--- src/rtl/csr_timer_bank_pkg.sv ---
// Shared constants and helpers for the CSR timer bank: register offsets
// within a channel's address window and TCFG/TICLR bit positions.
package csr_timer_bank_pkg;

  localparam logic [13:0] TCFG_OFS  = 14'd0;
  localparam logic [13:0] TVAL_OFS  = 14'd1;
  localparam logic [13:0] TICLR_OFS = 14'd2;

  localparam int unsigned TCFG_EN       = 0;
  localparam int unsigned TCFG_PERIODIC = 1;
  localparam int unsigned TICLR_CLR     = 0;

  function automatic logic [31:0] csr_merge(input logic [31:0] mask,
                                            input logic [31:0] wvalue,
                                            input logic [31:0] old);
    return (mask & wvalue) | (~mask & old);
  endfunction

endpackage

--- src/rtl/csr_timer_bank_if.sv ---
// CSR read/write port shared with the main CSR file; the WB stage is the
// master, the timer bank is a slave.
interface csr_timer_bank_if;
  logic        csr_we;
  logic [13:0] csr_num;
  logic [31:0] csr_wmask;
  logic [31:0] csr_wvalue;
  logic [31:0] csr_rvalue;
  logic        csr_hit;

  modport master (
    output csr_we, csr_num, csr_wmask, csr_wvalue,
    input  csr_rvalue, csr_hit
  );

  modport slave (
    input  csr_we, csr_num, csr_wmask, csr_wvalue,
    output csr_rvalue, csr_hit
  );
endinterface

--- src/rtl/csr_timer_chan.sv ---
// One timer channel: TCFG register, down counter, pending bit and the
// decode of its three CSR addresses.
module csr_timer_chan
  import csr_timer_bank_pkg::*;
#(
  parameter int unsigned CNT_W     = 32,
  parameter logic [13:0] TCFG_ADDR = 14'h041,
  parameter bit          SET_WINS  = 1'b1
) (
  input  logic        clk,
  input  logic        rst,
  input  logic        csr_we_i,
  input  logic [13:0] csr_num_i,
  input  logic [31:0] csr_wmask_i,
  input  logic [31:0] csr_wvalue_i,
  input  logic        stall_i,
  output logic [31:0] rvalue_o,
  output logic        hit_o,
  output logic        irq_o
);

  logic [CNT_W-1:0] cfg_q, cfg_d;
  logic [CNT_W-1:0] cnt_q, cnt_d;
  logic             pend_q, pend_d;

  logic sel_tcfg, sel_tval, sel_ticlr;
  logic cfg_wr, clr, counting, cnt_zero, set_pend;

  assign sel_tcfg  = (csr_num_i == TCFG_ADDR + TCFG_OFS);
  assign sel_tval  = (csr_num_i == TCFG_ADDR + TVAL_OFS);
  assign sel_ticlr = (csr_num_i == TCFG_ADDR + TICLR_OFS);
  assign hit_o     = sel_tcfg | sel_tval | sel_ticlr;

  assign cfg_wr   = csr_we_i & sel_tcfg;
  assign clr      = csr_we_i & sel_ticlr & csr_wmask_i[TICLR_CLR] & csr_wvalue_i[TICLR_CLR];
  assign cnt_zero = (cnt_q == '0);
  assign counting = cfg_q[TCFG_EN] & ~stall_i & (cnt_q != '1);
  assign set_pend = cfg_q[TCFG_EN] & ~stall_i & cnt_zero;

  assign cfg_d = cfg_wr ? CNT_W'(csr_merge(csr_wmask_i, csr_wvalue_i, 32'(cfg_q))) : cfg_q;

  // A TCFG write always overrides counting: EN=1 reloads, EN=0 freezes.
  always_comb begin
    cnt_d = cnt_q;
    if (cfg_wr) begin
      if (cfg_d[TCFG_EN]) cnt_d = {cfg_d[CNT_W-1:2], 2'b00};
    end else if (counting) begin
      if (cnt_zero && cfg_q[TCFG_PERIODIC]) cnt_d = {cfg_q[CNT_W-1:2], 2'b00};
      else                                  cnt_d = cnt_q - CNT_W'(1);
    end
  end

  always_comb begin
    pend_d = pend_q;
    if (set_pend && clr) pend_d = SET_WINS;
    else if (set_pend)   pend_d = 1'b1;
    else if (clr)        pend_d = 1'b0;
  end

  always_comb begin
    rvalue_o = '0;
    if (sel_tcfg)      rvalue_o = 32'(cfg_q);
    else if (sel_tval) rvalue_o = 32'(cnt_q);
  end

  always_ff @(posedge clk or posedge rst) begin
    if (rst) begin
      cfg_q  <= '0;
      cnt_q  <= '1;
      pend_q <= 1'b0;
    end else begin
      cfg_q  <= cfg_d;
      cnt_q  <= cnt_d;
      pend_q <= pend_d;
    end
  end

  assign irq_o = pend_q;

endmodule

--- src/rtl/csr_timer_bank.sv ---
// Multi-channel timer CSR block beside the main CSR file: per-channel
// timers, OR-combined read data, and a free-running 64-bit stable counter.
module csr_timer_bank
  import csr_timer_bank_pkg::*;
#(
  parameter int unsigned N_TIMERS = 4,
  parameter int unsigned CNT_W    = 32,
  parameter logic [13:0] CSR_BASE = 14'h041,
  parameter bit          SET_WINS = 1'b1
) (
  input  logic                clk,
  input  logic                reset,
  csr_timer_bank_if.slave     csr,
  input  logic                timer_stall,
  output logic [N_TIMERS-1:0] timer_irq,
  output logic [63:0]         stable_cnt
);

  logic [31:0]         ch_rvalue [N_TIMERS];
  logic [N_TIMERS-1:0] ch_hit;
  logic [31:0]         rvalue_or;
  logic [63:0]         stable_q;

  for (genvar c = 0; c < N_TIMERS; c++) begin : g_chan
    csr_timer_chan #(
      .CNT_W    (CNT_W),
      .TCFG_ADDR(CSR_BASE + 14'(4 * c)),
      .SET_WINS (SET_WINS)
    ) u_chan (
      .clk         (clk),
      .rst         (reset),
      .csr_we_i    (csr.csr_we),
      .csr_num_i   (csr.csr_num),
      .csr_wmask_i (csr.csr_wmask),
      .csr_wvalue_i(csr.csr_wvalue),
      .stall_i     (timer_stall),
      .rvalue_o    (ch_rvalue[c]),
      .hit_o       (ch_hit[c]),
      .irq_o       (timer_irq[c])
    );
  end

  // Channel windows never overlap, so at most one channel drives nonzero data.
  always_comb begin
    rvalue_or = '0;
    for (int unsigned c = 0; c < N_TIMERS; c++) rvalue_or |= ch_rvalue[c];
  end

  assign csr.csr_rvalue = rvalue_or;
  assign csr.csr_hit    = |ch_hit;

  always_ff @(posedge clk or posedge reset) begin
    if (reset) stable_q <= '0;
    else       stable_q <= stable_q + 64'd1;
  end

  assign stable_cnt = stable_q;

endmodule

--- src/flat_wrapper.sv ---
// flat-port wrapper written by rule: the top's interface ports become plain ports
module csr_timer_bank_flat import csr_timer_bank_pkg::*;
#(
  parameter int unsigned N_TIMERS = 4,
  parameter int unsigned CNT_W    = 32,
  parameter logic [13:0] CSR_BASE = 14'h041,
  parameter bit          SET_WINS = 1'b1
)
  (clk, reset, timer_stall, timer_irq, stable_cnt, csr_csr_we, csr_csr_num, csr_csr_wmask, csr_csr_wvalue, csr_csr_rvalue, csr_csr_hit);
  csr_timer_bank_if csr_i ();
  input  logic clk;
  input  logic reset;
  input  logic timer_stall;
  output logic [N_TIMERS-1:0] timer_irq;
  output logic [63:0] stable_cnt;
  input wire logic [$bits(csr_i.csr_we)-1:0] csr_csr_we;
  input wire logic [$bits(csr_i.csr_num)-1:0] csr_csr_num;
  input wire logic [$bits(csr_i.csr_wmask)-1:0] csr_csr_wmask;
  input wire logic [$bits(csr_i.csr_wvalue)-1:0] csr_csr_wvalue;
  output wire logic [$bits(csr_i.csr_rvalue)-1:0] csr_csr_rvalue;
  output wire logic [$bits(csr_i.csr_hit)-1:0] csr_csr_hit;
  assign csr_i.csr_we = csr_csr_we;
  assign csr_i.csr_num = csr_csr_num;
  assign csr_i.csr_wmask = csr_csr_wmask;
  assign csr_i.csr_wvalue = csr_csr_wvalue;
  assign csr_csr_rvalue = csr_i.csr_rvalue;
  assign csr_csr_hit = csr_i.csr_hit;
  csr_timer_bank #(.N_TIMERS(N_TIMERS), .CNT_W(CNT_W), .CSR_BASE(CSR_BASE), .SET_WINS(SET_WINS)) u_core (.clk(clk), .reset(reset), .csr(csr_i), .timer_stall(timer_stall), .timer_irq(timer_irq), .stable_cnt(stable_cnt));
endmodule
--- config.mk ---
export PLATFORM = sky130hd
export DESIGN_NAME = csr_timer_bank_flat
export DESIGN_NICKNAME = d
export VERILOG_FILES = /design/src/rtl/csr_timer_bank_pkg.sv /design/src/rtl/csr_timer_bank_if.sv /design/src/rtl/csr_timer_chan.sv /design/src/rtl/csr_timer_bank.sv /design/src/flat_wrapper.sv
export SDC_FILE = /design/constraint.sdc
export NUM_CORES = 1
export LEC_CHECK = 0
export CAP_MARGIN = 5
export CELL_PAD_IN_SITES_DETAIL_PLACEMENT = 1
export CELL_PAD_IN_SITES_GLOBAL_PLACEMENT = 1
export CORE_UTILIZATION = 35
export DETAILED_ROUTE_END_ITERATION = 6
export PLACE_DENSITY_LB_ADDON = 0.15
export SKIP_CTS_REPAIR_TIMING = 1
export SYNTH_ARGS = -nofsm -noshare
export SYNTH_HDL_FRONTEND = slang
export SYNTH_SLANG_ARGS = --single-unit
--- constraint.sdc ---
create_clock -name clk -period 31.9 [get_ports clk]
set_input_delay 9.57 -clock clk [delete_from_list [all_inputs] [get_ports clk]]
set_output_delay 9.57 -clock clk [all_outputs]
set_load 0.03 [all_outputs]
# Word level (Yosys, flattened, before mapping)

Index checks and enable logic that the tools add are counted.

Flip-flop bits (word level): 324
Word-level logic and storage cells: 157

$add $sub $neg: 5
Equal/unequal tests: 20
Multiplexer cells: 40
Bitwise operators: 50
Reduce and logical (&&, ||, !) cells: 25

Operators by type and width:

| kind                                                                   | number |
|---|---|
| 32-bit two-way mux                                                     | 28 |
| 32-bit OR                                                              | 7 |
| 14-bit by 7-bit equality test with 1-bit output, second input constant | 12 |
| 32-bit AND                                                             | 5 |
| 32-bit logical NOT                                                     | 4 |
| 32-bit != test, second input constant                                  | 4 |
| 32-bit by 1-bit subtractor with 32-bit output, second input constant   | 4 |
| 64-bit by 1-bit adder with 64-bit output, second input constant        | 1 |
| 32-bit NOT                                                             | 1 |
| 1-bit AND                                                              | 28 |
| 1-bit two-way mux                                                      | 12 |
| 3-bit nonzero test                                                     | 4 |
| 1-bit logical AND                                                      | 8 |
| 2-bit != test, second input constant                                   | 4 |
| 1-bit OR                                                               | 8 |
| 2-bit AND reduction                                                    | 4 |
| 2-bit nonzero test                                                     | 4 |
| 4-bit OR reduction                                                     | 1 |
| 1-bit NOT                                                              | 1 |

# Depth between registers and ports, before layout

Gate-level depths: netlist (run 1).

Word-level depth: 7
Gate-level depth with buffers: 11
Mapped depth without buffers: 9

# Cells and area by module

Synthesis (run 1) repeated with hierarchy kept, for this count alone.

Cells, all modules: 2,285
Area total of the unflattened synthesis: 21,331.7 µm²

Modules (own cells, without submodules):

| module                                        | times used | cells each | area each (µm²) |
|---|---|---|---|
| csr_timer_chan at u_core.g_chan[1].u_chan ... | 2          | 493        | 4,455.5 |
| csr_timer_chan at u_core.g_chan[3].u_chan     | 1          | 495        | 4,549.4 |
| csr_timer_chan at u_core.g_chan[0].u_chan     | 1          | 505        | 4,531.8 |
| csr_timer_bank                                | 1          | 299        | 3,339.5 |

# Least setup slack after synthesis (run 1)

Ideal clock, no wire load.

Kind: input port to output port
From: in csr_csr_num[3]
To: out csr_csr_rvalue[10]
Arrival: 11.727 ns
Required time: 22.330 ns
Path slack: 10.603 ns
Cell stages on the path: 6
Buffers on the path: 4
Cells stage by stage: clkbuf_1 > buf_1 > clkbuf_1 > clkbuf_1 > mux4_2 > a22o_1

Longest elaborated chain between the ends: 6
Elaborated cells between the ends (all ways): 19
Classes of those cells: 8 x eq/ne; 8 x mux; 3 x bitwise

RTL lines:

| what                                            | line                 | RTL |
|---|---|---|
| start: declaration                              | flat_wrapper.sv:17   | `input wire logic [$bits(csr_i.csr_num)-1:0] csr_csr_num;` |
| 14-bit by 7-bit equality test with 1-bit output | csr_timer_chan.sv:30 | `assign sel_tval = (csr_num_i == TCFG_ADDR + TVAL_OFS);` |
| 32-bit two-way mux                              | csr_timer_chan.sv:63 | `else if (sel_tval) rvalue_o = 32'(cnt_q);` |
| 32-bit two-way mux                              | csr_timer_chan.sv:62 | `if (sel_tcfg) rvalue_o = 32'(cfg_q);` |
| 32-bit OR (2 in a row)                          | csr_timer_bank.sv:46 | `for (int unsigned c = 0; c < N_TIMERS; c++) rvalue_or \|= ch_rvalue[c];` |
| 32-bit OR *                                     | csr_timer_bank.sv:46 |  |
| end: declaration                                | flat_wrapper.sv:20   | `output wire logic [$bits(csr_i.csr_rvalue)-1:0] csr_csr_rvalue;` |

Every way passes the cells marked *; elsewhere a longest branch is shown, timed or not.

# Worst setup path in the final report (run 1)

From: in csr_csr_num[5]
To: out csr_csr_rvalue[13]

Same word-level chain as after synthesis.

==> results of run 1 <==
[cell usage in the layout (no fill, tap or decap), types with 32 or more instances in the layout]
master and count:
nand2_1 318, dfrtp_1 196, clkdlybuf4s50_1 180, nor2_1 160, o21ai_0 158, mux2_2 128
dfstp_2 128, a21oi_1 75, nand3_1 73, xnor2_1 69, nor3_1 66, mux4_2 64
a22o_1 61, nand4_1 57, clkbuf_16 43, xor2_1 42, buf_4 37, nor4_1 36
inv_1 35, or3_1 32
[final timing paths]
check | end | cells after the start | slack, ns | startpoint
max | csr_csr_rvalue[13] | 9 | 9.71 | csr_csr_num[5]
min | u_core.stable_cnt[0] | 1 | 0.49 | u_core.stable_cnt[0]
max reg2reg | u_core.g_chan[1].u_chan.cnt_q[27] | 9 | 27.83 | u_core.g_chan[1].u_chan.cnt_q[1]
min reg2reg | u_core.stable_cnt[0] | 1 | 0.49 | u_core.stable_cnt[0]
max in group asynchronous | u_core.g_chan[0].u_chan.cfg_q[26] | 4 | 20.30 | reset
min in group asynchronous | u_core.g_chan[2].u_chan.cfg_q[4] | 2 | 9.56 | reset
[flip-flops by register name (all words and copies together) (netlist names), named ones only]
signal	flops
u_core.g_chan.u_chan.irq_o	4
u_core.stable_cnt	64
u_core.g_chan.u_chan.cfg_q	124
u_core.g_chan.u_chan.cnt_q	128
[metal layers]
layer,GRT usage (%),share of wire [%],vias up
li1,-,-,8417
met1,43.3,44,10100
met2,46.1,44,872
met3,5.77,8.3,171
met4,10.7,3.6,0
met5,0,0,-
[report_power, final]
part | internal (mW) | leakage (nW) | switching, mW
Sequential | 0.415 | 4.05 | 0.00410
Combinational | 0.0217 | 5.69 | 0.0403
Clock | 0.313 | 0.731 | 0.197
Total | 0.749 | 10.5 | 0.242
[logic make-up after synthesis]
kind of cell | Yosys count | share of synthesized area (%)
multiplexers | 222 | 15.3
XOR/XNOR | 111 | 4.67
flip-flops | 324 | 39.7
adder cells (fa/ha/maj) | 9 | 0.541
AND/OR/NAND/NOR | 884 | 20.7
buffers and inverters | 178 | 3.48
AO/OA/AOI/OAI | 491 | 15.6
[per-stage QoR]
step | std cells | hold WS, ns | utilization [%] | setup WS (ns) | power (mW)
5_1_grt | 3144 | 0.510 | 42.1 | 9.57 | 1.02
6_report | 3144 | 0.490 | 42.1 | 9.71 | 0.991
3_5_place_dp | 3067 | 0.480 | 39.6 | 9.73 | 0.487
4_1_cts | 3144 | 0.495 | 42.1 | 9.73 | 1.00
3_3_place_gp | 3067 | 0.468 | 39.6 | 9.79 | 0.486
2_1_floorplan | 2219 | 0.452 | - | 10.60 | 0.454
[final cells by class]
| cell class | instances | area share (%) |
|---|---|---|
| tap | 773 | 3.90 |
| clock inverter | 17 | 0.887 |
| inverter | 36 | 0.575 |
| timing repair buffer | 217 | 8.38 |
| clock buffer | 60 | 5.04 |
| multi-input combinational | 1717 | 47.9 |
| sequential | 324 | 33.3 |
[worst max-delay path, cell delays in order]
cell and delay [ns]:
clkdlybuf4s50_1 0.42, nor4b_1 0.52, nand2_1 0.27, nor2_1 0.25, nand2_1 0.09, nor2_2 0.08
buf_4 0.38, a22o_1 0.30, clkdlybuf4s50_1 0.70
==> flow_summary.json, run 1 <==
{
  "min_period_ns": 22.19,
  "ys_seq_area_share_pct": 39.7,
  "worst_pin_slew_ns": 1.32,
  "antenna_left": 0,
  "max_freq_mhz": 45.1,
  "clk_pin_slew_ns": 0.06,
  "grt_pass1_vias": 19900,
  "status": "completed",
  "slew_violations": 0,
  "drtIter0Drc": 1885,
  "setup_violations": 0,
  "gp_congestion": 0.969,
  "hold_path_class": "flip-flop to flip-flop",
  "hold_viol": 0,
  "synthCells": 2219,
  "ys_seq_elements": 324,
  "synth_ff_type": "dfrtp_1",
  "hpwl_microns": 69800,
  "power_density_mw_per_mm2": 39.9,
  "ys_top_cells_by_count": "nand2_1 (318), dfrtp_1 (196), nor2_1 (162)",
  "synth-edff-count": 0,
  "arrival_ns": 12.62,
  "fin_nets": 2429,
  "coreArea_sq_mm": 0.0589,
  "p_leak_nw": 10.5,
  "antenna_found_initial": 3,
  "gr-total-overflow": 0,
  "end_kind": "output pin",
  "wl_per_cell_microns": 29.2,
  "fin_tns_setup_ns": 0,
  "clock-sinks": 324,
  "antenna_cells": 0,
  "die_y_microns": 246,
  "dr.pass1.iters": 5,
  "fillers": 6629,
  "cts_tree": "yes",
  "rsz0062_at_grt": "no",
  "start_util_pct": 35.3,
  "grt_pass1_wl_microns": 136000,
  "critPathRequiredTime_ns": 22.33,
  "numCtsBuffers": 42,
  "viasPerCell": 6.21,
  "skew_ns": 0.0173,
  "finalCritPeriodShare_pct": 69.5,
  "crit_path_start_kind": "primary input",
  "timing.slew.headroom_pct": 12.1,
  "final_cell_area_sq_mm": 0.0248,
  "htreeDepth": 2,
  "criticalPathCategory": "primary input to output pin",
  "critical_path.max_fanout": 32,
  "grt_max_degree": 119,
  "root_buffer": "clkbuf_16",
  "synth_area_sq_mm": 0.0208,
  "ioPinCount": 183,
  "die-area_sq_mm": 0.0604,
  "maxCapViolCount": 0,
  "drc": 0,
  "multiInputGateArea_sq_mm": 0.0119,
  "layout-drive-gt1-share_pct": 19.6,
  "yosys.area.top_type": "dfrtp_1",
  "clockBufferDepth": 3,
  "postSynthAreaPerCell_sq_um": 9.38,
  "vias": 19500,
  "clk_latency_ns": 0.57,
  "ir_drop_mv": 0.0299,
  "grtUsageTotal_pct": 30.5,
  "row_count": 89,
  "synth_most_common_cell": "nand2_1",
  "synth_top_area_share_pct": 23.6,
  "postPlaceCellArea_sq_mm": 0.0233,
  "ys_warn_count": 0,
  "io_buffers": 182,
  "dieWidth_microns": 246,
  "syn_nets": 2310,
  "ys_top_cells_by_area": "dfrtp_1 (24%), dfstp_2 (16%), mux2_2 (6.9%)",
  "wl_microns": 91700,
  "layout.area.seq_sq_mm": 0.00827,
  "async_flop_share_pct": 100,
  "synth.distinct_cells": 80,
  "area_growth_pct": 19.2
}
Note: power is estimated with default switching activity, not from simulation.
==> run 2, diff against run 1 <==
- clock period: 31.9 -> 19.1 ns (I/O delays scaled with it)
==> run 2 against run 1 <==
Total power is 62% higher. Via count is 0.27% higher. Die area unchanged. Worst hold slack worse by 0.0063 ns. Sequential power increased by 67%. Sequential cell count unchanged. Sequential share of layout area increased by 0.14 points. Critical path type unchanged. Largest cell class unchanged. Highest routed layer is now met5.
==> flow_summary.json, run 2 (synthesized netlist as in run 1, its figures left out) <==
{
  "row_count": 89,
  "critPathRequiredTime_ns": 13.37,
  "crit_path_start_kind": "primary input",
  "antenna_found_initial": 3,
  "wl_per_cell_microns": 29.8,
  "fillers": 6595,
  "r2r_start": "u_core.g_chan[2].u_chan.cnt_q[1]",
  "cts_tree": "yes",
  "status": "completed",
  "area_growth_pct": 18.7,
  "cp_slowest_cell": "clkdlybuf4s50_1",
  "grt_pass1_vias": 19600,
  "fin_tns_setup_ns": 0,
  "io_buffers": 182,
  "start_util_pct": 35.3,
  "grt_pass1_wl_microns": 137000,
  "skew_ns": 0.0238,
  "layout_common_cells": "nand2_1 (318), dfrtp_1 (196), clkdlybuf4s50_1 (180), nor2_1 (160), o21ai_0 (158)",
  "slew_violations": 0,
  "htreeDepth": 2,
  "critical_path.max_fanout": 32,
  "ir_drop_mv": 0.0539,
  "top_register": "u_core.g_chan.u_chan.cnt_q",
  "drc": 0,
  "fin_nets": 2426,
  "clk_pin_slew_ns": 0.06,
  "holdPathStages": 1,
  "antenna_left": 0,
  "layout-drive-gt1-share_pct": 19.1,
  "worst_path_largest_cell_delay_ns": 0.70,
  "root_buffer": "clkbuf_16",
  "hold_ws_ns": 0.484,
  "wl_microns": 93400,
  "die-area_sq_mm": 0.0604,
  "clockBufferDepth": 3,
  "worst_pin_slew_ns": 1.27,
  "max_freq_mhz": 68.2,
  "dieWidth_microns": 246,
  "vias": 19600,
  "hold_viol": 0,
  "rsz0062_at_grt": "no",
  "r2r_setup_slack_ns": 15.01,
  "hold_path_class": "flip-flop to flip-flop",
  "arrival_ns": 8.92,
  "p_leak_nw": 10.4,
  "end_kind": "output pin",
  "min_period_ns": 14.65,
  "cp_cell_sequence": "clkdlybuf4s50_1 -> nor4_1 -> nand2_1 -> nor2_1 -> nand2_1 -> nor2_2 -> buf_4 -> a22o_1 -> clkdlybuf4s50_1",
  "numCtsBuffers": 41,
  "clock-sinks": 324,
  "timing.slew.headroom_pct": 15.4,
  "r2r_end": "u_core.g_chan[2].u_chan.cnt_q[15]",
  "hpwl_microns": 70700,
  "viasPerCell": 6.23,
  "clk_latency_ns": 0.58,
  "dr.pass1.iters": 5,
  "finalCritPeriodShare_pct": 76.7,
  "coreArea_sq_mm": 0.0589,
  "ioPinCount": 183,
  "die_y_microns": 246,
  "setup_violations": 0,
  "power_density_mw_per_mm2": 65.2,
  "hold_end": "u_core.stable_cnt[0]",
  "gp_congestion": 0.986,
  "largest_register_ffs": 128,
  "gr-total-overflow": 0,
  "hold_start": "u_core.stable_cnt[0]",
  "r2r_cells": 9,
  "grt_max_degree": 159,
  "drtIter0Drc": 1745,
  "final_common_cell": "nand2_1",
  "grtUsageTotal_pct": 31.0,
  "criticalPathCategory": "primary input to output pin",
  "maxCapViolCount": 0
}
==> run 2: cell count changes in the layout (fill, tap and decap cells not counted), moves of 2 or more <==
cell and delta:
clkbuf_1 +10, clkinv_2 -5, buf_4 -3, bufinv_16 -2
clkbuf_8 -2, inv_6 -2
==> run 2: routing by layer <==
metal  vias to the layer above  part of all wire [%]  routed length, microns  global-route usage [%]
met5                         -                 0.014                      13                       0
met4                         2                   3.0                    2830                    9.77
met3                       141                   7.4                    6900                    5.34
met2                       759                    44                   41600                    46.7
met1                     10300                    45                   42100                    44.8
li1                       8406                     -                       -                       -
==> run 2: cell type report <==
class,count,area (sq um),share of cell area [%]
multi-input cells,1717,11900,48.1
flip-flops and latches,324,8270,33.5
repair buffers,215,2080,8.41
clock buffers,67,1230,5.00
well taps,773,967,3.91
inverters,36,143,0.577
clock inverters,8,126,0.511
diodes,1,2.50,0.0101
==> run 2: through the flow <==
stage               area [sq um]  setup slack (ns)  total power, mW  cells  util [%]
floorplan                  20800              4.61            0.759   2219         -
global placement           23300              4.64            0.813   3065      39.6
detailed placement         23300              4.48            0.814   3065      39.6
CTS                        24700              4.47             1.63   3140      41.9
global route               24700              4.21             1.66   3140      41.9
finish                     24700              4.45             1.61   3141      41.9
==> run 2: critical path: cells and delay by family <==
family | cells | cell delay [ns]
compound gates | 1 | 0.32
simple gates | 5 | 1.34
buf+inv | 3 | 1.50
==> run 2: how the worst max path moves through the flow <==
stage / start / endpoint / slack (ns) / depth (start not counted)
floorplan: reset / async pin / 4.61 / 1
detailed placement: csr_csr_num[5] / csr_csr_rvalue[14] / 4.48 / 9
global placement: csr_csr_num[5] / csr_csr_rvalue[13] / 4.64 / 9
global route: csr_csr_num[4] / csr_csr_rvalue[13] / 4.21 / 9
CTS: csr_csr_num[4] / csr_csr_rvalue[14] / 4.47 / 9
finish: csr_csr_num[9] / csr_csr_rvalue[13] / 4.45 / 9
==> run 2: power by group <==
part	internal (mW)	switching (mW)
logic	0.0364	0.0681
clock network	0.481	0.324
registers	0.693	0.00700
==> run 3, diff against run 2 <==
- clock period: 19.1 -> 15.3 ns (I/O delays scaled with it)
==> run 3 against run 2 <==
First-iteration DRC count up 1.5%. Total power up 27%. Sequential share of layout area down 0.061 points. Sequential power up 25%. Clock-buffer cell count down 3. Combinational power up 25%. Largest power group unchanged. Critical endpoint is now csr_csr_rvalue[31]. Final cell count up 0.13%. Setup slack worse by 1.4 ns. Via count up 0.29%. Wire length down 1.2%. Clock skew down 0.0059 ns. Critical path depth unchanged.
==> flow_summary.json, run 3 (synthesized netlist as in run 1, its figures left out) <==
{
  "status": "completed",
  "min_period_ns": 12.27,
  "antenna_left": 0,
  "clockBufferDepth": 3,
  "ir_drop_mv": 0.0686,
  "place_inst": 3067,
  "area_growth_pct": 19.0,
  "final_common_cell": "nand2_1",
  "cts_tree": "yes",
  "htreeDepth": 2,
  "grt_pass1_wl_microns": 136000,
  "drc": 0,
  "clk_pin_slew_ns": 0.06,
  "antenna_cells": 0,
  "drtIter0Drc": 1771,
  "gr-total-overflow": 0,
  "power_density_mw_per_mm2": 82.5,
  "clk_latency_ns": 0.59,
  "grt_max_degree": 101,
  "io_buffers": 182,
  "end_kind": "output pin",
  "clock-sinks": 324,
  "hold_start": "u_core.stable_cnt[0]",
  "antenna_found_initial": 7,
  "fillers": 6611,
  "timing.slew.headroom_pct": 14.7,
  "critPathRequiredTime_ns": 10.71,
  "setup_violations": 0,
  "die_y_microns": 246,
  "hold_viol": 0,
  "die-area_sq_mm": 0.0604,
  "numCtsBuffers": 42,
  "max_freq_mhz": 81.5,
  "gp_congestion": 0.977,
  "top_register": "u_core.g_chan.u_chan.cnt_q",
  "layout-drive-gt1-share_pct": 19.4,
  "wl_per_cell_microns": 29.4,
  "ioPinCount": 183,
  "criticalPathCategory": "primary input to output pin",
  "skew_ns": 0.0180,
  "holdPathStages": 1,
  "timing.final.ws_setup_ns": 3.03,
  "hold_path_class": "flip-flop to flip-flop",
  "hold_end": "u_core.stable_cnt[0]",
  "r2r_start": "u_core.g_chan[1].u_chan.cnt_q[1]",
  "grt_pass1_vias": 19700,
  "fin_nets": 2429,
  "p_leak_nw": 10.4,
  "layout.cells.non_filler": 3145,
  "viasPerCell": 6.24,
  "fin_tns_setup_ns": 0,
  "r2r_end": "u_core.g_chan[1].u_chan.cnt_q[27]",
  "layout_common_cells": "nand2_1 (318), dfrtp_1 (196), clkdlybuf4s50_1 (180), nor2_1 (160), o21ai_0 (158)",
  "finalCritPeriodShare_pct": 80.2,
  "crit_family": "buffers and inverters",
  "vias": 19600,
  "path_buf_inv": 3,
  "slew_violations": 0,
  "r2r_cells": 9,
  "hold_ws_ns": 0.485,
  "coreArea_sq_mm": 0.0589,
  "root_buffer": "clkbuf_16",
  "dieWidth_microns": 246,
  "crit_path_start_kind": "primary input",
  "dr.pass1.iters": 6,
  "cp_cell_sequence": "clkdlybuf4s50_1 -> nor4_1 -> nand2_1 -> nor2_1 -> nand2_1 -> nor2_2 -> buf_4 -> a22o_1 -> clkdlybuf4s50_1",
  "arrival_ns": 7.68,
  "finalPower_mw": 2.04,
  "wl_microns": 92300,
  "rsz0062_at_grt": "no",
  "cp_slowest_cell": "clkdlybuf4s50_1",
  "critical_path.max_fanout": 32,
  "grtUsageTotal_pct": 30.6,
  "pre_cts_slack_ns": 3.08,
  "largest_register_ffs": 128,
  "worst_pin_slew_ns": 1.28,
  "worst_path_largest_cell_delay_ns": 0.71,
  "row_count": 89,
  "r2r_setup_slack_ns": 11.20,
  "hpwl_microns": 70100,
  "maxCapViolCount": 0,
  "start_util_pct": 35.3
}
-- run 3: layer usage --
| metal | part of all wire [%] | GRT usage (%) | vias up |
|---|---|---|---|
| met2 | 45 | 46.8 | 810 |
| met4 | 3.0 | 9.86 | 0 |
| li1 | - | - | 8417 |
| met3 | 8.0 | 4.83 | 137 |
| met1 | 44 | 43.8 | 10300 |
| met5 | 0 | 0 | - |
-- run 3: cell type report --
type	count	area (sq um)	area share [%]
Clock inverter	14	166	0.672
Sequential cell	324	8270	33.4
Tap cell	773	967	3.91
Inverter	36	143	0.576
Multi-Input combinational cell	1717	11900	48.0
Timing Repair Buffer	217	2080	8.40
Clock buffer	64	1240	5.03
-- run 3: through the flow --
step / util, % / cell area [sq um]
3_3_place_gp: 39.6 / 23300
2_1_floorplan: - / 20800
3_5_place_dp: 39.6 / 23300
5_1_grt: 42.0 / 24800
6_report: 42.0 / 24800
4_1_cts: 42.0 / 24800
-- run 3: worst max-delay path by stage --
| stage | start | endpoint | slack, ns | cells after the start |
|---|---|---|---|---|
| 6_report | csr_csr_num[9] | csr_csr_rvalue[31] | 3.03 | 9 |
| 5_1_grt | csr_csr_num[4] | csr_csr_rvalue[14] | 2.83 | 9 |
| 4_1_cts | csr_csr_num[9] | csr_csr_rvalue[14] | 3.07 | 9 |
| 3_5_place_dp | csr_csr_num[9] | csr_csr_rvalue[14] | 3.08 | 9 |
| 3_3_place_gp | csr_csr_num[5] | csr_csr_rvalue[14] | 3.14 | 9 |
| 2_1_floorplan | reset | async pin | 1.95 | 1 |
-- run 3: report_power, final --
group	internal [mW]	switching [mW]	leakage, nW	total (mW)
sequential	0.865	0.00864	4.05	0.873
combinational	0.0452	0.0848	5.69	0.130
clock	0.614	0.426	0.697	1.04
